<file path="src/rtl/cvxif_wb_queue.sv">
`default_nettype none
// ============================================================================
// Module   : cvxif_wb_queue
// Brief    : CVXIF result queue in front of the scoreboard writeback port,
//            with empty-queue bypass, sticky overflow flag and flush.
// Revision : 1.0 - initial release
// ============================================================================
module cvxif_wb_queue #(
    parameter int unsigned DEPTH         = 4,
    parameter int unsigned TRANS_ID_BITS = 3,
    parameter int unsigned XLEN          = 64
) (
    input  logic                         clk_i,
    input  logic                         rst_i,
    input  logic                         flush_i,
    input  logic                         in_valid_i,
    output logic                         in_ready_o,
    input  logic [TRANS_ID_BITS-1:0]     in_trans_id_i,
    input  logic [XLEN-1:0]              in_result_i,
    input  logic                         in_we_i,
    input  logic                         in_ex_valid_i,
    input  logic [XLEN-1:0]              in_ex_cause_i,
    input  logic [XLEN-1:0]              in_ex_tval_i,
    output logic                         wb_valid_o,
    input  logic                         wb_ready_i,
    output logic [TRANS_ID_BITS-1:0]     wb_trans_id_o,
    output logic [XLEN-1:0]              wb_result_o,
    output logic                         wb_we_o,
    output logic                         wb_ex_valid_o,
    output logic [XLEN-1:0]              wb_ex_cause_o,
    output logic [XLEN-1:0]              wb_ex_tval_o,
    output logic                         overflow_o,
    output logic [$clog2(DEPTH+1)-1:0]   count_o
);

    localparam int unsigned PW = $clog2(DEPTH);
    localparam int unsigned CW = $clog2(DEPTH+1);
    localparam int unsigned EW = TRANS_ID_BITS + 3*XLEN + 2;

    logic [EW-1:0] mem_q [DEPTH];
    logic [PW-1:0] rd_ptr_q, rd_ptr_d;
    logic [PW-1:0] wr_ptr_q, wr_ptr_d;
    logic [CW-1:0] count_q, count_d;
    logic          overflow_q, overflow_d;

    logic          w_empty;
    logic          w_push;
    logic          w_pop;
    logic [EW-1:0] w_in_entry;
    logic [EW-1:0] w_out_entry;

    assign w_empty    = (count_q == '0);
    assign in_ready_o = (count_q < CW'(DEPTH));
    assign w_in_entry = {in_trans_id_i, in_result_i, in_we_i,
                         in_ex_valid_i, in_ex_cause_i, in_ex_tval_i};

    // Bypass beats accepted straight through an empty queue never touch storage
    assign w_push = in_valid_i & in_ready_o & ~flush_i & ~(w_empty & wb_ready_i);
    assign w_pop  = ~w_empty & wb_ready_i & ~flush_i;

    assign wb_valid_o = (~w_empty | in_valid_i) & ~flush_i;

    always_comb begin
        w_out_entry = '0;
        if (wb_valid_o) begin
            w_out_entry = w_empty ? w_in_entry : mem_q[rd_ptr_q];
        end
    end

    assign {wb_trans_id_o, wb_result_o, wb_we_o,
            wb_ex_valid_o, wb_ex_cause_o, wb_ex_tval_o} = w_out_entry;

    always_comb begin
        rd_ptr_d   = rd_ptr_q;
        wr_ptr_d   = wr_ptr_q;
        count_d    = count_q;
        overflow_d = overflow_q;
        if (flush_i) begin
            rd_ptr_d = '0;
            wr_ptr_d = '0;
            count_d  = '0;
        end else begin
            if (w_push) begin
                wr_ptr_d = wr_ptr_q + PW'(1);
            end
            if (w_pop) begin
                rd_ptr_d = rd_ptr_q + PW'(1);
            end
            if (w_push && !w_pop) begin
                count_d = count_q + CW'(1);
            end else if (w_pop && !w_push) begin
                count_d = count_q - CW'(1);
            end
            // Illegal-instruction results ignore ready, so a drop must be remembered
            if (in_valid_i && !in_ready_o) begin
                overflow_d = 1'b1;
            end
        end
    end

    always_ff @(posedge clk_i) begin
        if (rst_i) begin
            rd_ptr_q   <= '0;
            wr_ptr_q   <= '0;
            count_q    <= '0;
            overflow_q <= 1'b0;
        end else begin
            rd_ptr_q   <= rd_ptr_d;
            wr_ptr_q   <= wr_ptr_d;
            count_q    <= count_d;
            overflow_q <= overflow_d;
        end
    end

    always_ff @(posedge clk_i) begin
        if (!rst_i && w_push) begin
            mem_q[wr_ptr_q] <= w_in_entry;
        end
    end

    assign overflow_o = overflow_q;
    assign count_o    = count_q;

endmodule
`default_nettype wire

</file>
<file path="config.mk">
export PLATFORM = sky130hd
export DESIGN_NAME = cvxif_wb_queue
export DESIGN_NICKNAME = d
export VERILOG_FILES = /design/src/rtl/cvxif_wb_queue.sv
export SDC_FILE = /design/constraint.sdc
export NUM_CORES = 1
export LEC_CHECK = 0
export BUFFER_PORTS_ARGS = -buffer_cell sky130_fd_sc_hd__buf_2
export CAP_MARGIN = 25
export CORE_MARGIN = 4
export CORE_UTILIZATION = 33
export DETAILED_ROUTE_END_ITERATION = 6
export GPL_ROUTABILITY_DRIVEN = 0
export PLACE_DENSITY = 0.52
export SETUP_SLACK_MARGIN = 0.5
export SYNTH_ARGS = -nofsm -noshare
export SYNTH_HDL_FRONTEND = slang
export SYNTH_SLANG_ARGS = --single-unit
</file>
<file path="constraint.sdc">
create_clock -name clk_i -period 6.74 [get_ports clk_i]
set_clock_uncertainty 0.05 [all_clocks]
set_input_delay 0.674 -clock clk_i [delete_from_list [all_inputs] [get_ports clk_i]]
set_output_delay 0.674 -clock clk_i [all_outputs]
set_load 0.05 [all_outputs]
</file>
==> summary.md <==
| Metric | Value |
|---|---|
| Fin. max-slew vios | `0` |
| Worst Setup Path Type | `register to output port` |
| Most frequently used flop master after synthesis | `edfxtp_1` |
| # DRC | `0` |
| Total power draw | `11.1 mW` |
| #FFs+latches synth | `798` |
| Crit path arrival time | `3.32 ns` |
| TritonRoute pass-1 iters | `5` |
| Critical Path Sink Type | `output port` |
| Initial antenna violation count | `21` |
| Yosys warns | `0` |
| Synth cell types | `31` |
| Max_slew headroom | `0.392` |
| Vias | `15.5k` |
| Multi-input logic area | `6520 um2` |
| Xor/xnor cell area share of the yosys netlist | `0.00113` |
| Tightest Pin Transition | `0.911 ns` |
| Syn Nets | `1537` |
| Adder-cell share of the synthesized area | `0.00267` |
| Synth Area per Inst | `23.2 um2` |
| Final WL | `71.6 mm` |
| Tcrit/Tclk final | `0.600` |
| Via-to-Cell Ratio | `5.02` |
| Grt ovf | `0` |
| Hold WC Path Type | `input pin to register` |
| Initial Utilization | `0.335` |
| Routed WL per cell | `23.2 um` |
| TNS Setup | `0 ns` |
| Achievable Freq | `0.247 GHz` |
| Fill cells | `8337` |
| Mux share of post-synthesis cell area | `0.144` |
| Worst vdd ir | `0.186 mV` |
| Most frequent cells in the layout | `edfxtp_1 (788), buf_2 (404), mux4_2 (197), a22o_1 (197), clkbuf_16 (90)` |
| Status | `finished, final reports clean` |
| Hold Fails Final Rpt | `0` |
| CTS tree | `done` |
| PostCTS Resize Cnt | `0` |
| Post-detail-place hpwl | `40.9 mm` |
| Final setup fails | `0` |
| Commonest non-fill, non-tap cell in the layout | `edfxtp_1` |
| CP Max Fanout | `73` |
| Sink Count | `798` |
| Area fraction in compound gates after synthesis | `0.0581` |
| I/O pin count | `405` |
| First-pass GRT wire length | `108 mm` |
| Post-synth ARST share | `0` |
| Layout cell share with drive strength beyond 1 | `0.416` |
| Largest net degree at the start of global routing | `121` |
| Net count, final | `1964` |
| Post-synth EDFFs | `788` |
| Seq. cell area | `23900 um2` |
| Vias in the first global route | `17.0k` |
| Clock Path Buffers | `3` |
| Die width | `314 um` |
| Critical path required time | `6.02 ns` |
| Postcts setup bufs | `0` |
| Fin crit period | `4.04 ns` |
| Htree depth | `3` |
| Seq/Total Area, Yosys | `0.772` |
| Post-route ant nets | `0` |
| Core area | `92200 um2` |
| IO Port Bufs | `404` |
| FF-to-FF Start | `count_o[2]` |
| Post-CTS Hold Fix Bufs | `0` |
| Worst-path clk slew | `0.05 ns` |
| Initial drt markers | `1009` |
| Post-Synth Simple-Gate Area | `0.00433` |
| RSZ-0062 raised after global routing | `no` |
| Chip height | `314 um` |
| Synthesized area | `30900 um2` |
| Area growth from synthesis to layout | `20.6%` |
| Die ar. | `98600 um2` |
| Largest family of logic cells by synthesized area | `multiplexers` |
| Hold Path Origin | `rst_i` |
| Inserted Clock Buffers | `88` |
| Clk_lat worst skew | `0.62 ns` |
| CTS root buf | `clkbuf_16` |
| Maximum capacitance violations | `0` |
| Post-Syn Instances | `1329` |
| Worst Setup Start Kind | `register` |
| Total GRT Usage | `0.145` |
| Cell Pwr Density | `298 nW/um2` |
| Row Count | `111` |
| Leak | `12.4 nW` |
==> per-layer routing <==
metal / global-route usage / share of wire
met1: 0.190 / 0.42
met2: 0.238 / 0.49
met3: 0.0386 / 0.061
met4: 0.0411 / 0.027
met5: 0 / 0.00096
==> synthesized netlist by cell type (all sizes together), types with 3 or more instances <==
cell | count | share of area
edfxtp | 788 | 0.77
a22o | 197 | 0.056
mux4 | 197 | 0.14
buf | 54 | 0.013
clkbuf | 34 | 0.0041
dfxtp | 10 | 0.0065
nor2 | 8 | 0.0011
ha | 5 | 0.0020
inv | 5 | 0.00061
and2 | 4 | 0.00081
xor2 | 4 | 0.0011
a21oi | 3 | 0.00049
==> kinds of logic (layout without fill, tap and decap cells) <==
| kind of cell | count (synthesis) | after routing |
|---|---|---|
| other cells | 0 | 15 |
| fa+ha+maj | 6 | 6 |
| buf+inv | 93 | 592 |
| compound gates | 207 | 207 |
| mux | 198 | 198 |
| simple gates | 23 | 23 |
| flops | 798 | 798 |
| xor+xnor | 4 | 4 |
==> where the power goes <==
| part | switching, mW | total (mW) | internal, mW |
|---|---|---|---|
| combinational | 0.600 | 0.835 | 0.235 |
| sequential | 0.0103 | 5.50 | 5.49 |
| clock | 1.93 | 4.78 | 2.84 |
==> sequential cells by signal (all words and copies together) (netlist names), named ones only <==
register	count
overflow_o	1
wr_ptr_q	2
rd_ptr_q	2
count_o	3
mem_q	788
==> critical path, stage by stage (launching register included) <==
cell	delay, ns
dfxtp_4	0.72
buf_12	0.29
buf_12	0.52
mux4_2	0.60
a22o_1	0.23
buf_2	0.23
==> path summary, 6_finish.rpt <==
path | end | slack [ns] | cells after the start
max | wb_ex_cause_o[47] | 2.70 | 5
min | overflow_o | 0.20 | 2
max reg2reg | mem_q[3][134] | 3.89 | 4
min reg2reg | rd_ptr_q[1] | 0.47 | 2
==> area by class of cell <==
type                    instances  share of cell area
flip-flops and latches        798               0.641
inverters                       5            0.000504
clock inverters                55              0.0157
well taps                    1243              0.0417
multi-input cells             438               0.175
diodes                         15             0.00101
repair buffers                425              0.0632
clock buffers                 107              0.0622
==> stage by stage <==
stage                     hold slack [ns]  area, um2  cells   util  setup WS, ns
after floorplan                     0.435      30900   1329      -          2.46
after global placement              0.457      34300   2908  0.372          3.10
after detailed placement            0.460      34300   2909  0.372          3.13
after CTS                           0.142      37200   3071  0.404          2.48
after global routing                0.159      37200   3077  0.404          2.39
final                               0.202      37300   3086  0.404          2.70
Note: power is estimated with default switching activity, not from simulation.
